`src/rtl/openfire_prefetch_pkg.sv`:
```
// openfire_prefetch_pkg: constants shared by the prefetch buffer and its bench.
// Carries the address-space width and the no-op instruction word that the
// core's define file normally provides.
package openfire_prefetch_pkg;

  // Word address space; byte PCs are two bits wider.
  localparam int A_SPACE = 10;
  localparam int PC_W_DEFAULT = A_SPACE + 2;

  // "or r0, r0, r0" -- what fetch sees when nothing is buffered.
  localparam logic [31:0] NOOP = 32'h8000_0000;

endpackage

```
`src/rtl/openfire_prefetch_if.sv`:
```
// openfire_prefetch_if: instruction-memory read channel.
// The prefetch buffer is the master, the memory wrapper is the slave.
// imem_addr/imem_re stay stable until imem_ack has been sampled high.
interface openfire_prefetch_if;

  logic [31:0] imem_addr;
  logic        imem_re;
  logic [31:0] imem_data;
  logic        imem_ack;

  modport master (
    output imem_addr,
    output imem_re,
    input  imem_data,
    input  imem_ack
  );

  modport slave (
    input  imem_addr,
    input  imem_re,
    output imem_data,
    output imem_ack
  );

endinterface

```
`src/rtl/openfire_prefetch_fifo.sv`:
```
// openfire_prefetch_fifo: small synchronous FIFO with flush.
// Head entry is visible combinationally; the caller must never push when
// full nor pop when empty.
module openfire_prefetch_fifo #(
  parameter int DEPTH = 4,
  parameter int WIDTH = 44
) (
  input  logic                   clock,
  input  logic                   reset,
  input  logic                   flush,
  input  logic                   push,
  input  logic                   pop,
  input  logic [WIDTH-1:0]       din,
  output logic [WIDTH-1:0]       head,
  output logic [$clog2(DEPTH):0] count
);

  localparam int PTR_W = $clog2(DEPTH);
  localparam int CNT_W = PTR_W + 1;

  logic [WIDTH-1:0] mem [DEPTH];
  logic [PTR_W-1:0] rd_ptr;
  logic [PTR_W-1:0] wr_ptr;

  // Entry storage; contents need no reset because count gates visibility.
  always_ff @(posedge clock) begin
    if (push) begin
      mem[wr_ptr] <= din;
    end
  end

  // Pointer and occupancy bookkeeping; pointers wrap naturally at DEPTH.
  always_ff @(posedge clock) begin
    if (reset || flush) begin
      rd_ptr <= '0;
      wr_ptr <= '0;
      count  <= '0;
    end else begin
      if (push) begin
        wr_ptr <= wr_ptr + 1'b1;
      end
      if (pop) begin
        rd_ptr <= rd_ptr + 1'b1;
      end
      count <= count + CNT_W'(push) - CNT_W'(pop);
    end
  end

  assign head = mem[rd_ptr];

endmodule

```
`src/rtl/openfire_prefetch.sv`:
```
// openfire_prefetch: sequential instruction prefetch buffer for openfire_fetch.
// Reads words ahead of the core into a FIFO tagged with their PCs. A taken
// branch flushes the FIFO; a read already in flight is allowed to finish
// (its data thrown away) before fetching resumes at the branch target.
module openfire_prefetch
  import openfire_prefetch_pkg::*;
#(
  parameter int PC_W  = PC_W_DEFAULT,
  parameter int DEPTH = 4
) (
  input  logic                clock,
  input  logic                reset,
  input  logic                branch_taken,
  input  logic [PC_W-1:0]     pc_branch,
  input  logic                consume,
  openfire_prefetch_if.master imem,
  output logic [31:0]         instruction,
  output logic [PC_W-1:0]     instr_pc,
  output logic                instr_valid
);

  localparam int CNT_W = $clog2(DEPTH) + 1;

  typedef enum logic [1:0] {
    IDLE  = 2'd0,
    REQ   = 2'd1,
    DRAIN = 2'd2
  } state_t;

  state_t            state;
  logic [PC_W-1:0]   req_addr;
  logic [PC_W-1:0]   redirect;
  logic [PC_W-1:0]   target;
  logic [CNT_W-1:0]  count;
  logic [CNT_W-1:0]  count_after_pop;
  logic [CNT_W-1:0]  count_next;
  logic [PC_W+31:0]  head;
  logic              push;
  logic              pop;
  logic              room;
  logic              room_after;

  assign target = pc_branch & ~PC_W'(3);

  // A branch flushes the FIFO, so neither a pop nor a push may land that edge.
  assign pop  = consume & instr_valid & ~branch_taken;
  assign push = (state == REQ) & imem.imem_ack & ~branch_taken;

  assign count_after_pop = count - CNT_W'(pop);
  assign count_next      = count_after_pop + CNT_W'(push);
  assign room            = count_after_pop < CNT_W'(DEPTH);
  assign room_after      = count_next < CNT_W'(DEPTH);

  openfire_prefetch_fifo #(
    .DEPTH (DEPTH),
    .WIDTH (PC_W + 32)
  ) u_fifo (
    .clock (clock),
    .reset (reset),
    .flush (branch_taken),
    .push  (push),
    .pop   (pop),
    .din   ({req_addr, imem.imem_data}),
    .head  (head),
    .count (count)
  );

  // Request sequencer: issues reads while there is room, and on a branch
  // either redirects at once or first drains the read still outstanding.
  always_ff @(posedge clock) begin
    if (reset) begin
      state    <= IDLE;
      req_addr <= '0;
      redirect <= '0;
    end else if (branch_taken) begin
      if (state != IDLE && imem.imem_ack) begin
        req_addr <= target;
        state    <= REQ;
      end else if (state == REQ) begin
        redirect <= target;
        state    <= DRAIN;
      end else if (state == DRAIN) begin
        redirect <= target;
      end else begin
        req_addr <= target;
        state    <= REQ;
      end
    end else begin
      case (state)
        IDLE: begin
          if (room) begin
            state <= REQ;
          end
        end
        REQ: begin
          if (imem.imem_ack) begin
            req_addr <= req_addr + PC_W'(4);
            state    <= room_after ? REQ : IDLE;
          end
        end
        DRAIN: begin
          if (imem.imem_ack) begin
            req_addr <= redirect;
            state    <= REQ;
          end
        end
        default: state <= IDLE;
      endcase
    end
  end

  assign imem.imem_re   = (state != IDLE);
  assign imem.imem_addr = 32'(req_addr);

  assign instr_valid = (count != '0);
  assign instruction = instr_valid ? head[31:0] : NOOP;
  assign instr_pc    = instr_valid ? head[PC_W+31:32] : '0;

endmodule

```
`src/flat_wrapper.sv`:
```
// flat-port wrapper written by rule: the top's interface ports become plain ports
module openfire_prefetch_flat import openfire_prefetch_pkg::*;
#(
  parameter int PC_W  = PC_W_DEFAULT,
  parameter int DEPTH = 4
)
  (clock, reset, branch_taken, pc_branch, consume, instruction, instr_pc, instr_valid, imem_imem_addr, imem_imem_re, imem_imem_data, imem_imem_ack);
  openfire_prefetch_if imem_i ();
  input  logic clock;
  input  logic reset;
  input  logic branch_taken;
  input  logic [PC_W-1:0] pc_branch;
  input  logic consume;
  output logic [31:0] instruction;
  output logic [PC_W-1:0] instr_pc;
  output logic instr_valid;
  output wire logic [$bits(imem_i.imem_addr)-1:0] imem_imem_addr;
  output wire logic [$bits(imem_i.imem_re)-1:0] imem_imem_re;
  input wire logic [$bits(imem_i.imem_data)-1:0] imem_imem_data;
  input wire logic [$bits(imem_i.imem_ack)-1:0] imem_imem_ack;
  assign imem_imem_addr = imem_i.imem_addr;
  assign imem_imem_re = imem_i.imem_re;
  assign imem_i.imem_data = imem_imem_data;
  assign imem_i.imem_ack = imem_imem_ack;
  openfire_prefetch #(.PC_W(PC_W), .DEPTH(DEPTH)) u_core (.clock(clock), .reset(reset), .branch_taken(branch_taken), .pc_branch(pc_branch), .consume(consume), .imem(imem_i), .instruction(instruction), .instr_pc(instr_pc), .instr_valid(instr_valid));
endmodule
```
`config.mk`:
```
export PLATFORM = sky130hd
export DESIGN_NAME = openfire_prefetch_flat
export DESIGN_NICKNAME = d
export VERILOG_FILES = /design/src/rtl/openfire_prefetch_pkg.sv /design/src/rtl/openfire_prefetch_if.sv /design/src/rtl/openfire_prefetch_fifo.sv /design/src/rtl/openfire_prefetch.sv /design/src/flat_wrapper.sv
export SDC_FILE = /design/constraint.sdc
export NUM_CORES = 1
export LEC_CHECK = 0
export CORE_MARGIN = 1.5
export CORE_UTILIZATION = 42
export CTS_CLUSTER_DIAMETER = 40
export DETAILED_ROUTE_END_ITERATION = 8
export PLACE_DENSITY = 0.7
export SLEW_MARGIN = 20
export SYNTH_ARGS = -nofsm -noshare
export SYNTH_HDL_FRONTEND = slang
export SYNTH_SLANG_ARGS = --single-unit
```
`constraint.sdc`:
```
create_clock -name clock -period 7.1 [get_ports clock]
set_input_delay 0.71 -clock clock [delete_from_list [all_inputs] [get_ports clock]]
set_output_delay 0.71 -clock clock [all_outputs]
set_load 0.05 [all_outputs]
```
==> results.py, run 1 <==
metrics = {
    "run_status": {
        "outcome": "completed",
    },
    "routing": {
        "drt_wl_total_um": 15700,
        "avgRoutedWirePerCell_um": 17.6,
        "ant_nets": 0,
        "firstDrtPassIters": 4,
        "viasPerCell": 5.04,
        "drc": 0,
        "num_vias": 4493,
        "drt_iter0_markers": 285,
    },
    "finish": {
        "fin_cells": 892,
        "fillCellCount": 1608,
        "nNetsFinal": 675,
        "multi_input_area_mm2": 0.00243,
        "layout-drive-gt1-share_pct": 15.2,
        "n_antenna_cell": 0,
        "regArea_mm2": 0.00567,
        "final_area_mm2": 0.0101,
        "area_growth_pct": 20.1,
    },
    "clock_network": {
        "clk_latency_ns": 0.42,
        "numCtsBuffers": 17,
        "cts_resized": 0,
        "clk_pin_slew_ns": 0.07,
        "cts.root.buffer_cell": "clkbuf_16",
        "postCtsSetupBuffers": 0,
        "cts_max_path_buffers": 2,
        "tritoncts": "built",
        "cts.sinks": 199,
        "htreeDepth": 4,
        "cts_hold_buf": 0,
    },
    "floorplan": {
        "coreArea_mm2": 0.0196,
        "die_area_mm2": 0.0209,
        "fp.dieH_um": 145,
        "io_pins": 127,
        "rows": 51,
        "floorplan.initialDensity_pct": 43.0,
        "die_w_um": 145,
    },
    "timing": {
        "fin_crit_sh_pct": 50.5,
        "hold_violations": 0,
        "finalSetupViolCount": 0,
        "finalMaxSlewViolations": 0,
        "skew_ns": 0.00780,
        "max_slew_margin_pct": 29.1,
        "worst_slew_pin_slew_ns": 1.06,
        "max_freq_mhz": 279,
        "min_period_ns": 3.59,
        "fin_tns_setup_ns": 0,
        "grt_setup_unrepaired": "false",
    },
    "power_and_ir_drop": {
        "pwr-share-seq_pct": 50.8,
        "internal_power_mw": 1.96,
        "p_per_area_mw_per_mm2": 266,
        "irDropWorstVdd_mv": 0.152,
        "swShare_pct": 27.0,
        "power_frac_clock_pct": 35.0,
        "p_switching_uw": 724,
        "p_total_mw": 2.69,
        "p_leak_nw": 3.35,
        "power_frac_comb_pct": 14.2,
    },
    "worst_setup_path": {
        "critical_path_required_ns": 6.39,
        "critical_path_arrival_ns": 2.88,
        "critPathLaunchType": "flop",
        "r2r_end": "u_core.state[0]",
        "crit_type": "flop to primary output",
        "r2r_start": "u_core.u_fifo.count[0]",
        "crit_fanout": 42,
        "critPathCaptureType": "primary output",
        "rrSetupSlack_ns": 4.22,
        "r2r.worst_path.cells": 10,
    },
    "logic_synthesis": {
        "syn-instance-count": 516,
        "yosysSeqAreaShare_pct": 67.3,
        "synth-main-ff-cell": "edfxtp_1",
        "synth-simple-area-share_pct": 7.89,
        "synth_edf_count": 168,
        "synth_compound_area_share_pct": 3.61,
        "synth_top_family_by_area": "multiplexers",
        "synthMuxAreaShare_pct": 13.2,
        "syn_avg_cell_area_um2": 16.3,
        "yosys_warnings": 0,
        "syn_area_mm2": 0.00842,
        "synth-xor-area-share_pct": 1.14,
        "ys_seq_elements": 199,
        "synth.distinct_cells": 52,
        "synth-async-reset-ratio_pct": 0,
        "synth_adder_area_share_pct": 1.87,
    },
    "placement": {
        "portBuffers": 100,
        "place_inst": 860,
        "dpl_cell_area_mm2": 0.00953,
        "place.gp.congestion": 0.785,
        "hpwlAfterDp_um": 9940,
    },
    "global_route": {
        "use_met3_pct": 3.31,
        "met1_usage_pct": 20.8,
        "grt.busiest_layer": "met2",
        "grt_pass1_vias": 4617,
        "grtUsageTotal_pct": 15.7,
        "grt_antenna_before_repair": 0,
        "gr-usage-met2_pct": 25.6,
        "grt.overflow.total": 0,
        "grt_first_pass_wirelength_um": 24300,
        "grt_max_degree": 43,
    },
    "worst_hold_path": {
        "hold_end": "u_core.redirect[11]",
        "min_path_cells": 2,
        "hp-class": "flop to flop",
        "worstHoldStart": "u_core.redirect[11]",
    },
    "job": {
        "max_cap_violations": 0,
    },
}
-- cells by family (layout without fill, tap and decap cells) --
logic type	Yosys count	after routing
other	1	24
DFF	199	199
buffers and inverters	63	151
adders and majority gates	12	12
AOI/OAI and AO/OA	47	47
xor gates and xnor gates	11	11
and+or+nand+nor	125	125
muxes	58	58
-- sequential cells by signal, indices dropped and copies added, names as in the netlist, named ones only --
signal,count
u_core.req_addr,10
u_core.u_fifo.mem,168
u_core.u_fifo.count,3
u_core.u_fifo.rd_ptr,2
u_core.redirect,10
u_core.state,2
u_core.u_fifo.wr_ptr,2
-- cells in the mapped netlist (3+ instances only) --
cell      count  area share (%)
edfxtp_1    168              60
xnor2_1       6            0.62
buf_4        28             2.5
xor2_1        5            0.52
clkbuf_1     13            0.58
a211oi_1      6            0.53
and2_1       45             3.3
nand2b_1      3            0.22
ha_1         11             1.6
mux4_2       42              11
o21ai_0      11            0.65
mux2i_1      14             1.7
o31ai_1       3            0.27
a21oi_1      13            0.77
nor3_1        6            0.36
clkbuf_8      6            0.98
nor2_1       31             1.4
nand3_1       6            0.36
dfxtp_1      31             7.4
inv_1        12            0.53
nand2_1      19            0.85
-- power by group through the flow --
stage / sequential (mW) / clock, mW / combinational (mW)
4_1_cts: 1.36 / 0.959 / 0.382
6_report: 1.36 / 0.941 / 0.381
3_3_place_gp: 1.38 / 0 / 0.369
2_1_floorplan: 1.41 / 0 / 0.249
3_5_place_dp: 1.39 / 0 / 0.380
5_1_grt: 1.37 / 0.999 / 0.409
-- per-layer routing --
metal  vias to the layer above  wire [µm]  part of all wire, %
li1                       2097          -                    -
met1                      2277       6870                   44
met2                       104       7970                   51
met3                        15        700                  4.5
met4                         0        191                  1.2
met5                         -          0                    0
-- final cells by class --
| cell class | count | share of cell area (%) |
|---|---|---|
| sequential | 199 | 56.1 |
| multi-input combinational | 277 | 24.0 |
| timing repair buffer | 106 | 10.3 |
| clock buffer | 17 | 4.21 |
| tap | 265 | 3.28 |
| clock inverter | 15 | 1.60 |
| inverter | 13 | 0.483 |
-- critical path: stages (launching register included) --
cell,delay (ns)
dfxtp_4,0.94
mux4_2,0.58
or2_1,0.23
clkdlybuf4s50_1,0.71
-- how the worst max path moves through the flow --
stage | from | to | slack [ns]
final | flop | instruction[31] | 3.51
after global routing | flop | instruction[31] | 3.31
after CTS | flop | instruction[31] | 3.39
after detailed placement | branch_taken | u_core.u_fifo.mem[2][41] | 3.52
after global placement | branch_taken | u_core.u_fifo.mem[1][41] | 3.61
after floorplan | branch_taken | u_core.u_fifo.mem[0][0] | 4.61
-- through the flow --
| stage | worst slack [ns] | util [%] | hold WS, ns |
|---|---|---|---|
| after CTS | 3.39 | 51.6 | 0.504 |
| after detailed placement | 3.52 | 48.6 | 0.487 |
| after global placement | 3.61 | 48.6 | 0.463 |
| after floorplan | 4.61 | - | 0.454 |
| after global routing | 3.31 | 51.6 | 0.534 |
| final | 3.51 | 51.6 | 0.499 |
-- cell usage in the layout, fill, tap and decap left out, types with 2 or more instances in the layout --
cell type | netlist | layout
edfxtp_1 | 168 | 168
clkdlybuf4s50_1 | 0 | 100
mux4_2 | 42 | 42
and2_1 | 45 | 41
nor2_1 | 31 | 31
dfxtp_1 | 31 | 29
conb_1 | 1 | 24
nand2_1 | 19 | 19
clkbuf_16 | 0 | 17
mux2i_1 | 14 | 14
a21oi_1 | 13 | 13
inv_1 | 12 | 12
o21ai_0 | 11 | 11
ha_1 | 11 | 11
nor3_1 | 6 | 6
xnor2_1 | 6 | 6
a211oi_1 | 6 | 6
nand3_1 | 6 | 6
buf_4 | 28 | 6
xor2_1 | 5 | 5
inv_8 | 0 | 5
and2_2 | 0 | 4
nand2b_1 | 3 | 3
o31ai_1 | 3 | 3
inv_6 | 0 | 3
clkinv_1 | 1 | 2
nand4_1 | 2 | 2
nand3b_1 | 2 | 2
and3_1 | 2 | 2
a221oi_1 | 2 | 2
o21ai_1 | 2 | 2
clkinvlp_4 | 0 | 2
Power figures use the tool's default switching activity.
==> inputs of run 2 (changes only) <==
PLACE_DENSITY = 0.72   (was 0.7)
clock period = 3.3 ns   (was 7.1 ns; I/O delays follow)
==> run 2 against run 1 <==
Net effect:
- critical path depth is 1 higher
- via count is 1.8% higher
- global-route usage is 0.75 points higher
- first-iteration DRC count is 11% higher
==> results.py, run 2 (synthesis gave the netlist of run 1 again) <==
metrics = {
    "timing": {
        "worst_slew_pin_slew_ns": 0.909,
        "finalMaxSlewViolations": 0,
        "finalSetupViolCount": 0,
        "min_period_ns": 3.06,
        "fin_ws_ns": 0.235,
        "grt_setup_unrepaired": "false",
        "hold_violations": 0,
        "skew_ns": 0.0167,
        "worst_hold_slack_ns": 0.499,
        "max_slew_margin_pct": 39.4,
        "fin_crit_sh_pct": 92.9,
        "fin_tns_setup_ns": 0,
        "max_freq_mhz": 326,
    },
    "global_route": {
        "grtUsageTotal_pct": 16.4,
        "grt_pass1_vias": 4707,
        "grt.overflow.total": 0,
        "grt_first_pass_wirelength_um": 25500,
        "grt_max_degree": 33,
        "grt_antenna_before_repair": 0,
    },
    "run_status": {
        "outcome": "completed",
    },
    "clock_network": {
        "numCtsBuffers": 17,
        "postCtsSetupBuffers": 0,
        "cts.sinks": 199,
        "clk_pin_slew_ns": 0.07,
        "cts_max_path_buffers": 2,
        "clk_latency_ns": 0.43,
        "tritoncts": "built",
        "cts_hold_buf": 0,
        "cts_resized": 0,
        "cts.root.buffer_cell": "clkbuf_16",
        "htreeDepth": 4,
    },
    "power_and_ir_drop": {
        "p_per_area_mw_per_mm2": 568,
        "irDropWorstVdd_mv": 0.337,
        "p_leak_nw": 3.42,
        "p_total_mw": 5.81,
    },
    "finish": {
        "n_antenna_cell": 0,
        "top_register": "u_core.u_fifo.mem",
        "largestRegisters": "u_core.u_fifo.mem (168), u_core.redirect (10), u_core.req_addr (10)",
        "area_growth_pct": 21.6,
        "layout_commonest_cell": "edfxtp_1",
        "layout-drive-gt1-share_pct": 16.8,
        "final_area_mm2": 0.0102,
        "layout_common_cells": "168 x edfxtp_1, 95 x clkdlybuf4s50_1, 42 x mux4_2",
        "nNetsFinal": 680,
        "largest_reg_flops": 168,
    },
    "placement": {
        "pre_cts_ws_ns": 0.634,
        "portBuffers": 100,
        "place.gp.congestion": 0.778,
        "hpwlAfterDp_um": 10300,
        "dpl_cell_area_mm2": 0.00963,
    },
    "worst_setup_path": {
        "critical_path_required_ns": 2.97,
        "critical_path_arrival_ns": 2.73,
        "critPathLaunchType": "flop",
        "crit_type": "flop to primary output",
        "critPathCaptureType": "primary output",
        "crit_fanout": 17,
    },
    "floorplan": {
        "fp.dieH_um": 145,
        "rows": 51,
        "coreArea_mm2": 0.0196,
        "floorplan.initialDensity_pct": 43.0,
        "die_area_mm2": 0.0209,
        "die_w_um": 145,
        "io_pins": 127,
    },
    "routing": {
        "avgRoutedWirePerCell_um": 17.9,
        "ant_nets": 0,
        "firstDrtPassIters": 4,
        "drc": 0,
        "num_vias": 4572,
        "viasPerCell": 5.10,
        "drt_wl_total_um": 16000,
        "drt_iter0_markers": 316,
    },
    "job": {
        "max_cap_violations": 0,
    },
    "worst_hold_path": {
        "hp-class": "flop to flop",
    },
}
[run 2: cell count changes in the layout (fill, tap and decap cells not counted), sizes merged]
cell / delta
buf: +10
clkdlybuf4s50: -5
clkinv: +4
clkinvlp: -2
bufinv: -1
inv: -1
[run 2: worst max-delay path, stage by stage (launching register included)]
cell             delay (ns)
dfxtp_4                0.59
buf_4                  0.32
mux4_2                 0.53
and2_1                 0.17
clkdlybuf4s50_1        0.70
[run 2: per-stage QoR]
stage               std cells  util, %
CTS                       897     52.3
global placement          865     49.1
detailed placement        865     49.1
finish                    897     52.3
floorplan                 539        -
global route              897     52.3
[run 2: area by class of cell]
class / count / area (µm²)
Fill cell: 1584 / 9350
Sequential cell: 199 / 5670
Multi-Input combinational cell: 277 / 2430
Timing Repair Buffer: 111 / 1150
Clock buffer: 17 / 425
Tap cell: 265 / 332
Clock inverter: 15 / 190
Inverter: 13 / 48.8
[run 2: report_power, final]
part | internal, mW | switching [mW] | total (mW)
Clock | 1.04 | 1.02 | 2.05
Sequential | 2.84 | 0.0960 | 2.93
Combinational | 0.311 | 0.515 | 0.826
[run 2: final timing paths]
check                          start                 endpoint  slack, ns  cells past startpoint
min          u_core.u_fifo.wr_ptr[1]  u_core.u_fifo.wr_ptr[1]       0.50                      2
max                             flop          instruction[26]       0.24                      4
max reg2reg   u_core.u_fifo.count[0]          u_core.state[0]       0.85                     11
min reg2reg  u_core.u_fifo.wr_ptr[1]  u_core.u_fifo.wr_ptr[1]       0.50                      2
[run 2: metal layers]
layer  track usage [%]  share of wire (%)  up-vias  routed length, µm
met1              21.1                 43     2304               6830
met4              5.48               0.82        0                132
li1                  -                  -     2105                  -
met5                 0                  0        -                  0
met2              27.6                 51      148               8190
met3              3.84                5.5       15                883
==> inputs of run 3 (changes only) <==
PLACE_DENSITY = 0.7   (was 0.72)
clock period = 3.22 ns   (was 3.3 ns; I/O delays follow)
==> run 3 against run 2 <==
Net effect:
- cell area unchanged
- combinational power up 3.0%
- sequential power up 2%
- routed wire length up 0.94%
- non-clock buffer count up 7
- setup slack better by 0.036 ns
- register-to-register slack worse by 0.09 ns
- core utilization unchanged
- count of clock-buffer cells in the layout unchanged
- power up 3.7%
==> results.py, run 3 (synthesis gave the netlist of run 1 again) <==
metrics = {
    "routing": {
        "drt_wl_total_um": 16200,
        "avgRoutedWirePerCell_um": 17.9,
        "viasPerCell": 5.05,
        "drt_iter0_markers": 249,
        "ant_nets": 0,
        "num_vias": 4565,
        "firstDrtPassIters": 4,
        "drc": 0,
    },
    "placement": {
        "place.gp.congestion": 0.787,
        "hpwlAfterDp_um": 10500,
        "portBuffers": 100,
        "dpl_cell_area_mm2": 0.00963,
    },
    "global_route": {
        "grt_first_pass_wirelength_um": 24900,
        "grt_max_degree": 31,
        "grt_pass1_vias": 4697,
        "grtUsageTotal_pct": 16.2,
        "grt_antenna_before_repair": 0,
        "grt.overflow.total": 0,
    },
    "worst_setup_path": {
        "crit_chain": "buf_12 -> mux4_2 -> and2_1 -> clkdlybuf4s50_1",
        "critical_path_arrival_ns": 2.63,
        "critPathLaunchType": "flop",
        "crit_buf_inv": 2,
        "critical_path_required_ns": 2.90,
        "critPathSlowestCell": "clkdlybuf4s50_1",
        "crit_fanout": 15,
        "critPathCaptureType": "primary output",
        "crit_type": "flop to primary output",
        "max_stage_delay_ns": 0.71,
        "crit_family": "buffers and inverters",
    },
    "clock_network": {
        "htreeDepth": 4,
        "cts_resized": 0,
        "clk_pin_slew_ns": 0.07,
        "cts_max_path_buffers": 2,
        "cts.root.buffer_cell": "clkbuf_16",
        "cts.sinks": 199,
        "cts_hold_buf": 0,
        "numCtsBuffers": 17,
        "postCtsSetupBuffers": 0,
        "clk_latency_ns": 0.43,
        "tritoncts": "built",
    },
    "worst_hold_path": {
        "hp-class": "flop to flop",
    },
    "finish": {
        "largestRegisters": "u_core.u_fifo.mem (168), u_core.redirect (10), u_core.req_addr (10)",
        "largest_reg_flops": 168,
        "layout-drive-gt1-share_pct": 17.8,
        "fillCellCount": 1613,
        "layout_common_cells": "168 x edfxtp_1, 94 x clkdlybuf4s50_1, 42 x mux4_2",
        "n_antenna_cell": 0,
        "area_growth_pct": 21.6,
        "top_register": "u_core.u_fifo.mem",
        "final_area_mm2": 0.0102,
        "layout_commonest_cell": "edfxtp_1",
        "nNetsFinal": 687,
    },
    "timing": {
        "skew_ns": 0.0123,
        "worst_slew_pin_slew_ns": 0.925,
        "max_slew_margin_pct": 38.4,
        "finalMaxSlewViolations": 0,
        "fin_tns_setup_ns": 0,
        "hold_violations": 0,
        "max_freq_mhz": 339,
        "fin_crit_sh_pct": 91.6,
        "grt_setup_unrepaired": "false",
        "min_period_ns": 2.95,
        "worst_hold_slack_ns": 0.491,
        "finalSetupViolCount": 0,
    },
    "power_and_ir_drop": {
        "p_leak_nw": 3.45,
        "irDropWorstVdd_mv": 0.387,
        "p_per_area_mw_per_mm2": 588,
        "p_total_mw": 6.03,
    },
    "job": {
        "max_cap_violations": 0,
    },
    "floorplan": {
        "die_w_um": 145,
        "coreArea_mm2": 0.0196,
        "die_area_mm2": 0.0209,
        "floorplan.initialDensity_pct": 43.0,
        "rows": 51,
        "fp.dieH_um": 145,
        "io_pins": 127,
    },
    "run_status": {
        "outcome": "completed",
    },
}
## run 3: changes by cell type in the layout (fill, tap and decap cells not counted), moves of 3 or more
cell	delta
buf_12	-4
clkinv_8	-6
buf_4	+12
bufinv_16	+3
## run 3: worst paths after layout
path                           start                 endpoint  slack, ns  cells past startpoint
max                             flop              instr_pc[7]       0.27                      4
min          u_core.u_fifo.wr_ptr[1]  u_core.u_fifo.wr_ptr[1]       0.49                      2
min reg2reg  u_core.u_fifo.wr_ptr[1]  u_core.u_fifo.wr_ptr[1]       0.49                      2
max reg2reg   u_core.u_fifo.count[0]          u_core.state[0]       0.76                     10
## run 3: worst reg2reg max path: stages (launching register included)
cell       delay [ns]
dfxtp_1          0.36
nor3_1           0.40
inv_1            0.14
nand2_1          0.19
nor3_1           0.07
ha_1             0.19
xor2_1           0.20
a2bb2oi_2        0.18
a21oi_2          0.10
or3_1            0.34
o31ai_1          0.20
## run 3: power breakdown
part / switching (mW) / leakage [nW] / internal [mW] / total (mW)
registers: 0.0956 / 1.78 / 2.91 / 3.00
clock network: 0.930 / 0.298 / 1.24 / 2.17
logic: 0.533 / 1.37 / 0.318 / 0.851
total: 1.56 / 3.45 / 4.47 / 6.03
## run 3: area by class of cell
type                    count  area, µm²  share of cell area (%)
clock inverters            15        190                    1.86
inverters                  13       48.8                   0.476
clock buffers              17        425                    4.15
flip-flops and latches    199       5670                    55.4
repair buffers            118       1150                    11.2
multi-input cells         277       2430                    23.7
well taps                 265        332                    3.24
## run 3: per-stage QoR
step	utilization, %	setup WS [ns]	std cells
after floorplan	-	0.760	539
after global placement	49.1	0.661	872
after detailed placement	49.1	0.663	872
after CTS	52.3	0.205	904
after global routing	52.3	0.138	904
final	52.3	0.271	904
## run 3: layer usage
| layer | part of all wire [%] | vias up | global-route usage [%] |
|---|---|---|---|
| met5 | 0 | - | 0 |
| met4 | 1.1 | 0 | 5.00 |
| met3 | 4.0 | 16 | 3.68 |
| met1 | 42 | 2327 | 20.2 |
| met2 | 53 | 102 | 28.2 |
| li1 | - | 2120 | - |
